### config.mk
export PLATFORM = sky130hd
export DESIGN_NAME = mem_ctrl
export DESIGN_NICKNAME = d
export VERILOG_FILES = /design/src/rtl/mem_ctrl.sv
export SDC_FILE = /design/constraint.sdc
export NUM_CORES = 1
export LEC_CHECK = 0
export ABC_AREA = 1
export BUFFER_PORTS_ARGS = -buffer_cell sky130_fd_sc_hd__buf_2
export CORE_UTILIZATION = 28
export CTS_CLUSTER_SIZE = 30
export DETAILED_ROUTE_END_ITERATION = 16
export PLACE_DENSITY = 0.86
export SKIP_LAST_GASP = 1
export SLEW_MARGIN = 30
export SYNTH_ARGS = -nofsm -noshare
export SYNTH_HDL_FRONTEND = slang
export SYNTH_SLANG_ARGS = --single-unit
### constraint.sdc
create_clock -name clk -period 1.8 [get_ports clk]
set_input_delay 0.27 -clock clk [delete_from_list [all_inputs] [get_ports clk]]
set_output_delay 0.27 -clock clk [all_outputs]
set_load 0.005 [all_outputs]
### src/rtl/mem_ctrl.sv
// mem_ctrl: byte-wide RAM port arbiter between instruction fetch (IF) and the
// MEM stage. The owner keeps the port until it drops its request, so that
// multi-byte accesses are never interleaved. MEM wins when both requesters
// arrive together at an idle port. Ownership passes directly from one
// requester to the other, without an idle cycle in between.
// Address, write data and the write strobe come combinationally from the
// registered owner. RAM read data is forwarded unchanged to both requesters.
module mem_ctrl #(
  parameter int RAM_AW = 17
) (
  input  logic              clk,
  input  logic              rst,
  input  logic              rdy,
  input  logic              if_request,
  input  logic [31:0]       if_addr,
  output logic [7:0]        if_data_o,
  input  logic [1:0]        mem_request,
  input  logic [31:0]       mem_addr,
  input  logic [7:0]        mem_data_i,
  output logic [7:0]        mem_data_o,
  output logic [1:0]        if_or_mem,
  output logic              mem_wait,
  input  logic              io_buffer_full,
  input  logic [7:0]        ram_din,
  output logic [7:0]        ram_dout,
  output logic [RAM_AW-1:0] ram_a,
  output logic              ram_wr
);

  // The state encoding doubles as the if_or_mem owner code.
  localparam logic [1:0] IDLE     = 2'b00;
  localparam logic [1:0] IF_BUSY  = 2'b01;
  localparam logic [1:0] MEM_BUSY = 2'b10;

  logic [1:0] state;
  logic [1:0] state_nxt;
  logic       mem_req;
  logic       mem_store;
  logic       io_region;

  // A mem_request of 11 counts as no request.
  assign mem_req   = (mem_request == 2'b01) || (mem_request == 2'b10);
  assign mem_store = (mem_request == 2'b10);
  assign io_region = (mem_addr[17:16] == 2'b11);

  // Next owner. The grant is locked while the owner keeps requesting.
  // On release, the port goes straight to the other requester if it is waiting.
  always_comb begin
    state_nxt = state;
    case (state)
      IDLE: begin
        if (mem_req)         state_nxt = MEM_BUSY;
        else if (if_request) state_nxt = IF_BUSY;
      end
      IF_BUSY: begin
        if (!if_request)     state_nxt = mem_req ? MEM_BUSY : IDLE;
      end
      MEM_BUSY: begin
        if (!mem_req)        state_nxt = if_request ? IF_BUSY : IDLE;
      end
      default:               state_nxt = IDLE;
    endcase
  end

  // Owner register. It is frozen while rdy=0 and cleared immediately on reset.
  always_ff @(posedge clk or negedge rst) begin
    if (!rst)     state <= IDLE;
    else if (rdy) state <= state_nxt;
  end

  assign if_or_mem = state;

  // An I/O-region store stalls while the I/O buffer is full.
  // The stall does not depend on rdy, so MEM still sees the hold while frozen.
  assign mem_wait = (state == MEM_BUSY) && mem_store && io_region && io_buffer_full;

  // Route the owner's address and data to the RAM.
  // A write is issued only for a running store that is not held.
  always_comb begin
    ram_a    = '0;
    ram_dout = '0;
    ram_wr   = 1'b0;
    case (state)
      IF_BUSY: begin
        ram_a = if_addr[RAM_AW-1:0];
      end
      MEM_BUSY: begin
        ram_a    = mem_addr[RAM_AW-1:0];
        ram_dout = mem_data_i;
        ram_wr   = rdy && mem_store && !mem_wait;
      end
      default: ;
    endcase
  end

  // The RAM read is synchronous with one cycle of latency, so the data needs no
  // staging here. Each requester samples it only in cycles when it owns the port.
  assign if_data_o  = ram_din;
  assign mem_data_o = ram_din;

endmodule
### Word-level counts from Yosys, hierarchy flattened

Index checks and enable logic that the tools add are counted.

* eq/ne operators: 8
* mux-type cells: 10
* reductions and logical operators: 9

Operator list (count)
* $pmux 17 s2: 1
* $mux 2: 5
* $mux 8: 1
* $eq 2x2->1 const B: 3
* $pmux 2 s3: 1
* $logic_and 1x1->1: 5
* $eq 2x1->1 const B: 2
* $ne 2x2->1 const B: 2
* $reduce_and 4->1: 1
* $ne 3x3->1 const B: 1
* $logic_not 2->1: 1
* $mux 1: 2
* $logic_not 1->1: 1
* $logic_or 1x1->1: 1

* register bits after elaboration: 2
* bits of input ports: 87
* output and inout port bits: 45
* logic and storage cells: 28

### Depth between registers and ports, before layout

Gate-level depths: netlist of run 1.

* depth in word-level cells: 7
* gate-level depth with buffers: 8
* gate-level depth less buffers: 8

### Worst setup path before layout of run 1

OpenSTA, ideal clock, no wires.

* path kind: register -> output
* start: reg state[0], in the netlist if_or_mem[0]
* end: out ram_a[0]
* data arrival time: 1108 ps
* data required time: 1530 ps
* setup slack: 422 ps
* cell stages (with the launch flop): 6
* path buffers: 1
* cell sequence: dfrtp_1 -> inv_1 -> ha_1 -> inv_2 -> buf_2 -> a21oi_1

* word-level cells in the longest chain between the ends: 2
* elaborated cells between the ends (all ways): 3
* classes of those cells: eq/ne (2); mux (1)

Ends and longest elaborated chain
* from (decl): RTL line 35 `logic [1:0] state;`
* from (signal assigned): RTL line 68 `else if (rdy) state <= state_nxt;`
* $eq 2x2->1 / $eq 2x1->1 (equally long branches): RTL line 83 `case (state)`
* $pmux 17 s2 *: RTL line 83
* to (decl): RTL line 26 `output logic [RAM_AW-1:0] ram_a,`

Every way passes the cells marked *; elsewhere a longest branch is shown, timed or not.

### Final worst setup path of run 1

* start: reg state[1], in the netlist if_or_mem[1]
* end: out ram_a[6]

Same word-level chain as after synthesis.

==> summary.md, run 1 <==
| Metric | Value |
|---|---|
| Max Used Layer | `met3` |
| Synth Instances | `130` |
| Vias in the first global route | `748` |
| Synth Area in Compound Gates | `13.5%` |
| Main combinational cell family by area after synthesis | `simple AND/OR/NAND/NOR gates` |
| Pre-CTS WS | `0.262 ns` |
| GPL Wtd Cong | `0.800` |
| Initial drt markers | `7` |
| Synthesized-area fraction occupied by adder cells | `8.90%` |
| Met3 WL | `196 um` |
| Worst slew pin tran | `0.169 ns` |
| Slew Limit Fails | `0` |
| Power share of the clock group | `8.9%` |
| Synthesized area | `703 um2` |
| Most frequent cells in the layout | `buf_2, nand2_1, a21oi_1` |
| Total negative setup slack | `0 ns` |
| Ant diodes | `0` |
| Yosys cell types | `13` |
| Post-synthesis mux area share | `0%` |
| Hold WS | `0.363 ns` |
| Max Cap Viol | `0` |
| Syn Nets | `222` |
| Syn Area/Cell | `5.41 um2` |
| Setup WS post-layout | `0.105 ns` |
| Share of layout cells above drive strength 1 | `49.2%` |
| Metal1 wirelength | `805 um` |
| Yosys warns | `0` |
| WL per Instance | `9.38 um` |
| Internal power | `561 uW` |
| Crit-path max FO | `9` |
| Post-route minimum period | `1.69 ns` |
| Clk Latency, worst-skew pair | `0.22 ns` |
| Peak supply drop | `790 uV` |
| Chip height | `52.1 um` |
| WL met2 | `1.13 mm` |
| Setup crit start kind | `flop` |
| Clock skew | `0.000133 ns` |
| Unrepaired setup endpoints after global routing | `true` |
| IO Pins | `132` |
| Hold WC Path Type | `input pin to asynchronous set/reset pin` |
| Area of the die | `2720 um2` |
| Hold Vio Cnt, Final | `0` |
| Seq cells post-synth | `2` |
| Period utilisation layout | `94.2%` |
| CTS Buffer Depth | `2` |
| Endpoints failing setup | `0` |
| Root buffer selected by CTS | `clkbuf_4` |
| WP data arrival | `1.42 ns` |
| CP peak stage delay | `0.42 ns` |
| Die Span X | `52.1 um` |
| Global-route wire length before repair | `3.04 mm` |
| Seq/Total Area, Yosys | `7.12%` |
| Worst EP required | `1.53 ns` |
| # rows | `17` |
| Post-DR vias/cell | `4.29` |
| Post-route ant nets | `0` |
| Critical path class | `flop to output pin` |
| Routed vias | `974` |
| Simple-gate share of the synthesized area | `36.7%` |
| Power per cell area | `1020 nW/um2` |
| Number of CTS-inserted buffers | `3` |
| Delay-heaviest family, CP | `flip-flops` |
| GRT Overall Usage | `14.8%` |
| Highest-delay cell along the critical path | `dfrtp_2` |
| CP bufs+invs | `3` |
| Sink Count | `2` |
| Area Overhead vs Synth | `55.0%` |
| Nature of the critical path endpoint | `output pin` |
| Layout Nets | `293` |
| Initial antenna violation count | `0` |
| Switching power | `547 uW` |
| Clk slew on worst S/H paths | `0.03 ns` |
| Worst rel slew slack | `88.7%` |
| Drt pass-1 iters | `4` |
| GR Overflow Total | `0` |
| Largest net degree at the start of global routing | `18` |
| Leakage | `0.000701 uW` |
| H-tree level count | `1` |
| XOR/XNOR Fraction of Synth Area | `0%` |
| Initial Util | `30.6%` |
| Largest register FFs | `2` |
| Status | `completed` |
| Final WL | `2.13 mm` |
| DP Cell Count | `218` |
| Reg power frac | `8.3%` |
| Fillers | `259` |
| Commonest non-fill, non-tap cell in the layout | `buf_2` |
| Non-filler instance count after layout | `227` |
| Fmax | `590 MHz` |
| Post-DP HPWL | `1.69 mm` |
| Critical path, cell by cell | `inv_1 > ha_1 > buf_4 > nand2_1 > a21oi_1 > buf_2` |
| PortBufs | `78` |
| DRC viols | `0` |
| Core area | `2300 um2` |
| Switching Fraction | `49.4%` |
| Combinational share of power | `82.8%` |
| CTS tree | `built` |
cells in the mapped netlist, drive strengths merged:
library cell / instances / area [um2]
nand2: 53 / 201
buf: 21 / 164
a21oi: 19 / 95.1
inv: 16 / 60.1
nor2: 7 / 26.3
nand3: 6 / 30.0
ha: 5 / 62.6
dfrtp: 2 / 50.1
clkbuf: 1 / 13.8
power groups by stage:
stage	combinational [uW]	clock, uW	sequential (uW)
after floorplan	564	0	85.8
after global placement	785	0	89.5
after detailed placement	798	0	88.6
after CTS	802	106	88.3
after global routing	1030	108	97.4
final	917	98.8	91.4
logic make-up after synthesis:
| group | count (synthesis) |
|---|---|
| buffers and inverters | 38 |
| AND/OR/NAND/NOR | 66 |
| flip-flops | 2 |
| AO/OA/AOI/OAI | 19 |
| adder cells (fa/ha/maj) | 5 |
layer usage:
| metal | up-vias | track usage [%] |
|---|---|---|
| li1 | 521 | - |
| met1 | 406 | 15.1 |
| met2 | 47 | 30.6 |
| met3 | 0 | 0.585 |
| met4 | 0 | 5.41 |
| met5 | - | 0 |
metrics by stage:
stage          util, %  instance area (um2)  total power, uW
2_1_floorplan        -                  703              649
3_3_place_gp      42.7                  981              875
3_5_place_dp      42.7                  981              887
4_1_cts           44.1                 1010              996
5_1_grt           47.4                 1090             1240
6_report          47.4                 1090             1110
worst paths after layout:
check / start / to / slack [ns] / depth (start not counted)
min in group clk: rdy / if_or_mem[0] / 0.41 / 5
setup reg to reg: if_or_mem[0] / if_or_mem[0] / 0.45 / 8
hold reg to reg: if_or_mem[0] / if_or_mem[0] / 0.55 / 2
hold / removal: rst / if_or_mem[0] / 0.36 / 2
setup / recovery: if_or_mem[1] / ram_a[6] / 0.11 / 6
max in group asynchronous: rst / if_or_mem[1] / 1.33 / 2
layout make-up:
class | instances | area [um2] | area share [%]
Multi-Input combinational cell | 90 | 434 | 39.8
Clock buffer | 3 | 22.5 | 2.07
Tap cell | 28 | 35.0 | 3.21
Inverter | 16 | 62.6 | 5.74
Timing Repair Buffer | 88 | 483 | 44.3
Sequential cell | 2 | 52.6 | 4.82
what timing repair did:
| action | in CTS | in global routing |
|---|---|---|
| buffers inserted | 0 | 5 |
| hold endpoints to repair | 2 | 0 |
| gates resized for setup | 0 | 12 |
| hold buffers | 1 | 0 |
| setup endpoints to repair | 0 | 19 |
No activity file was read; power rests on OpenSTA's default activity.
==> inputs of run 2 (changes only) <==
RECOVER_POWER = 100   (was default)
==> summary.md, run 2 (synthesis results as in run 1) <==
| Metric | Value |
|---|---|
| Total power | `1110 uW` |
| Layout Nets | `293` |
| Initial Util | `30.6%` |
| Critical path class | `flop to output pin` |
| Clk slew on worst S/H paths | `0.03 ns` |
| GR Overflow Total | `0` |
| GPL Wtd Cong | `0.800` |
| Endpoints failing setup | `0` |
| Post-DP HPWL | `1.69 mm` |
| Highest-delay cell along the critical path | `dfrtp_2` |
| Share of layout cells above drive strength 1 | `48.7%` |
| Worst R2R Path Depth | `8` |
| Core area | `2300 um2` |
| Period utilisation layout | `94.2%` |
| Fillers | `259` |
| PortBufs | `78` |
| Routed vias | `978` |
| Fmax | `590 MHz` |
| Worst EP required | `1.53 ns` |
| Final WL | `2.14 mm` |
| IO Pins | `132` |
| Post-route ant nets | `0` |
| Commonest non-fill, non-tap cell in the layout | `buf_2` |
| Max Cap Viol | `0` |
| # rows | `17` |
| CTS Buffer Depth | `2` |
| Clock skew | `0.000104 ns` |
| Hold Vio Cnt, Final | `0` |
| Ant diodes | `0` |
| Initial drt markers | `7` |
| Most frequent cells in the layout | `buf_2, nand2_1, a21oi_1` |
| Non-filler instance count after layout | `227` |
| Vias in the first global route | `748` |
| Drt pass-1 iters | `4` |
| Area Overhead vs Synth | `54.8%` |
| DP Cell Count | `218` |
| Fin util | `47.4%` |
| GRT Overall Usage | `14.8%` |
| Critical path, cell by cell | `inv_1 > ha_1 > buf_4 > nand2_1 > a21oi_1 > buf_2` |
| Storage element area | `52.6 um2` |
| Worst rel slew slack | `88.7%` |
| WP data arrival | `1.42 ns` |
| Crit-path max FO | `9` |
| Global-route wire length before repair | `3.04 mm` |
| Max Used Layer | `met3` |
| Hold WC Path Type | `input pin to asynchronous set/reset pin` |
| Die Span X | `52.1 um` |
| Unrepaired setup endpoints after global routing | `true` |
| DRC viols | `0` |
| Largest net degree at the start of global routing | `18` |
| CP peak stage delay | `0.42 ns` |
| Number of CTS-inserted buffers | `3` |
| WL per Instance | `9.42 um` |
| Post-route minimum period | `1.69 ns` |
| Chip height | `52.1 um` |
| Post-DR vias/cell | `4.31` |
| Peak supply drop | `788 uV` |
| Setup crit start kind | `flop` |
| Sink Count | `2` |
| R2R Path Start | `if_or_mem[0]` |
| Leakage | `0.000698 uW` |
| Power per cell area | `1020 nW/um2` |
| Largest register FFs | `2` |
| CTS tree | `built` |
| H-tree level count | `1` |
| Setup slack, reg-to-reg | `0.44 ns` |
| CP bufs+invs | `3` |
| WL met2 | `1.13 mm` |
| Initial antenna violation count | `0` |
| Worst slew pin tran | `0.169 ns` |
| Reg-to-Reg End | `if_or_mem[0]` |
| Met3 WL | `196 um` |
| Status | `completed` |
| Root buffer selected by CTS | `clkbuf_4` |
| Area occupied by multi-input gates | `434 um2` |
| Metal1 wirelength | `811 um` |
| Clk Latency, worst-skew pair | `0.22 ns` |
| Nature of the critical path endpoint | `output pin` |
| Slew Limit Fails | `0` |
| Delay-heaviest family, CP | `flip-flops` |
| Area of the die | `2720 um2` |
run 2: routing by layer:
metal,global-route usage (%),vias up
li1,-,520
met1,15.1,409
met2,30.6,49
met3,0.585,0
met4,5.41,0
met5,0,-
run 2: worst max path at each step:
| stage | from | endpoint | slack, ns | cells past startpoint |
|---|---|---|---|---|
| floorplan | if_or_mem[0] | ram_a[0] | 0.42 | 5 |
| global placement | if_or_mem[0] | ram_a[6] | 0.27 | 6 |
| detailed placement | if_or_mem[0] | ram_a[6] | 0.26 | 5 |
| CTS | if_or_mem[0] | ram_a[6] | 0.01 | 5 |
| global route | if_or_mem[1] | ram_a[6] | -0.005 | 6 |
| finish | if_or_mem[1] | ram_a[6] | 0.11 | 6 |
run 2: repair_timing:
action | in CTS | in global routing
gates resized for setup | 0 | 12
hold endpoints to repair | 2 | 0
buffers inserted | 0 | 5
hold buffers | 1 | 0
setup endpoints to repair | 0 | 19
run 2: report_power, final:
group	switching [uW]	internal [uW]
logic	498	420
clock network	25.4	73.5
registers	24.2	67.2
total	547	560
run 2: worst register-to-register path: stages, from the launching register on:
cell and delay, ns:
dfrtp_2 0.39, inv_2 0.07, ha_4 0.17, buf_6 0.13, buf_4 0.12, nand2_1 0.11
nand3_1 0.13, nand2_1 0.08, nand2_1 0.05
run 2: stage by stage:
step	area (um2)	hold WS, ns	TNS, ns	setup slack (ns)
floorplan	703	-0.0256	0	0.422
detailed placement	981	0.0564	0	0.262
finish	1090	0.366	0	0.105
global placement	981	0.0550	0	0.265
global route	1090	0.382	-0.00466	-0.00466
CTS	1010	0.346	0	0.0142
run 2: final cells by class:
class | count | share of cell area, %
clock buffers | 3 | 2.07
inverters | 16 | 5.75
multi-input cells | 90 | 39.9
repair buffers | 88 | 44.3
well taps | 28 | 3.22
flip-flops and latches | 2 | 4.83
==> inputs of run 3 (changes only) <==
BUFFER_PORTS_ARGS = default   (was -buffer_cell sky130_fd_sc_hd__buf_2)
CORE_AREA = 2 2 51 53   (was default)
CORE_UTILIZATION = default   (was 28)
CTS_BUF_LIST = sky130_fd_sc_hd__clkbuf_4 sky130_fd_sc_hd__clkbuf_8   (was default)
DIE_AREA = 0 0 53 55   (was default)
DONT_BUFFER_PORTS = 1   (was default)
PLACE_DENSITY = 0.43   (was 0.86)
==> summary.md, run 3 (synthesis results as in run 1) <==
| Metric | Value |
|---|---|
| Area of the die | `2920 um2` |
| Internal power | `357 uW` |
| GPL Wtd Cong | `0.673` |
| WP data arrival | `1.42 ns` |
| Initial Util | `29.7%` |
| Chip height | `55 um` |
| DP Cell Count | `142` |
| GRT Overall Usage | `9.81%` |
| Non-filler instance count after layout | `146` |
| Die Span X | `53 um` |
| Power share of the clock group | `11.9%` |
| Worst rel slew slack | `80.1%` |
| Worst EP required | `1.53 ns` |
| Post-DP HPWL | `1.44 mm` |
| Power per cell area | `1270 nW/um2` |
| Post-route ant nets | `0` |
| Largest register FFs | `2` |
| Core area | `2360 um2` |
| Clk Latency, worst-skew pair | `0.22 ns` |
| Post-DR vias/cell | `4.88` |
| Global-route wire length before repair | `2.10 mm` |
| Post-CTS setup buffer count | `0` |
| Storage element area | `50.0 um2` |
| Crit-path max FO | `5` |
| Routed vias | `712` |
| Final WL | `1.76 mm` |
| Unrepaired setup endpoints after global routing | `false` |
| Slew Limit Fails | `0` |
| Commonest non-fill, non-tap cell in the layout | `nand2_1` |
| Initial antenna violation count | `0` |
| Vias in the first global route | `522` |
| Clk slew on worst S/H paths | `0.03 ns` |
| Critical path class | `flop to output pin` |
| WL per Instance | `12.1 um` |
| Area occupied by multi-input gates | `429 um2` |
| Clock skew | `0.00302 ns` |
| Status | `completed` |
| Sink Count | `2` |
| H-tree level count | `1` |
| Drt pass-1 iters | `4` |
| Fmax | `591 MHz` |
| GR Overflow Total | `0` |
| Number of CTS-inserted buffers | `3` |
| Leakage | `0.000330 uW` |
| CTS Buffer Depth | `2` |
| DRC viols | `0` |
| Reg power frac | `11.1%` |
| Largest net degree at the start of global routing | `18` |
| Area Overhead vs Synth | `-6.23%` |
| Ant diodes | `0` |
| Max Cap Viol | `0` |
| Combinational share of power | `77.0%` |
| Setup crit start kind | `flop` |
| Post-route minimum period | `1.69 ns` |
| Peak supply drop | `590 uV` |
| Switching Fraction | `57.3%` |
| # rows | `18` |
| Most frequent cells in the layout | `nand2_1, a21oi_1, inv_1` |
| Nature of the critical path endpoint | `output pin` |
| Layout Nets | `210` |
| PortBufs | `0` |
| Endpoints failing setup | `0` |
| Total negative setup slack | `0 ns` |
| Initial drt markers | `10` |
| IO Pins | `132` |
| Period utilisation layout | `93.9%` |
| Share of layout cells above drive strength 1 | `11.2%` |
| Root buffer selected by CTS | `clkbuf_4` |
| Worst slew pin tran | `0.298 ns` |
| Hold Vio Cnt, Final | `0` |
| Fillers | `275` |
| CTS tree | `built` |
| Hold WC Path Type | `input pin to asynchronous set/reset pin` |
| Switching power | `479 uW` |
-- run 3: cell types whose count changed in the layout (fill, tap and decap cells not counted), moves of 2 or more --
cell     delta
dfrtp_2     -2
dfrtp_1     +2
buf_4       -6
buf_2      -77
a21oi_1     -2
a21oi_2     +2
-- run 3: cell type report --
type,instances,area share (%)
Clock buffer,3,3.42
Inverter,16,9.11
Multi-Input combinational cell,90,65.1
Sequential cell,2,7.59
Tap cell,30,5.69
Timing Repair Buffer,5,9.11
-- run 3: per-layer routing --
metal	part of all wire, %	routed length (um)	global-route usage, %
met5	0	0	0
met4	0.23	4	6.41
met3	12	216	1.61
met2	51	903	18.8
met1	36	638	9.85
-- run 3: path summary, 6_finish.rpt --
| check | from | to | slack, ns | cells after the start |
|---|---|---|---|---|
| max in group asynchronous | rst | if_or_mem[0] | 1.40 | 1 |
| min reg2reg | if_or_mem[1] | if_or_mem[1] | 0.59 | 2 |
| max reg2reg | if_or_mem[0] | if_or_mem[0] | 0.37 | 7 |
| max | if_or_mem[0] | mem_wait | 0.11 | 5 |
| min | rst | if_or_mem[1] | 0.28 | 1 |
| min in group clk | rdy | if_or_mem[0] | 0.28 | 4 |
-- run 3: power groups by stage --
stage          logic (uW)  clock network, uW  registers (uW)
2_1_floorplan         564                  0            85.8
3_3_place_gp          601                  0            93.4
3_5_place_dp          622                  0            94.3
4_1_cts               626                106            94.0
5_1_grt               742                113            98.2
6_report              644               99.1            93.0
-- run 3: timing repair --
action                                  CTS  global route
hold buffers                              1             0
hold endpoints to repair                  2             0
gates resized for setup                   0             6
endpoints found under the setup margin    0            17
-- run 3: per-stage QoR --
stage	instance area (um2)	total power (uW)	util [%]	worst slack [ns]	hold WS [ns]
final	659	836	27.9	0.109	0.277
after global routing	659	954	27.9	0.00558	0.265
after CTS	638	825	27.0	0.0391	0.265
after detailed placement	606	716	25.6	0.282	-0.0255
after global placement	606	695	25.6	0.295	-0.0255
after floorplan	703	649	-	0.422	-0.0256
-- run 3: critical path, stage by stage (launching register included) --
cell      delay, ns
dfrtp_1        0.43
inv_1          0.11
ha_1           0.23
nand2_1        0.12
nor2_1         0.16
clkbuf_4       0.15
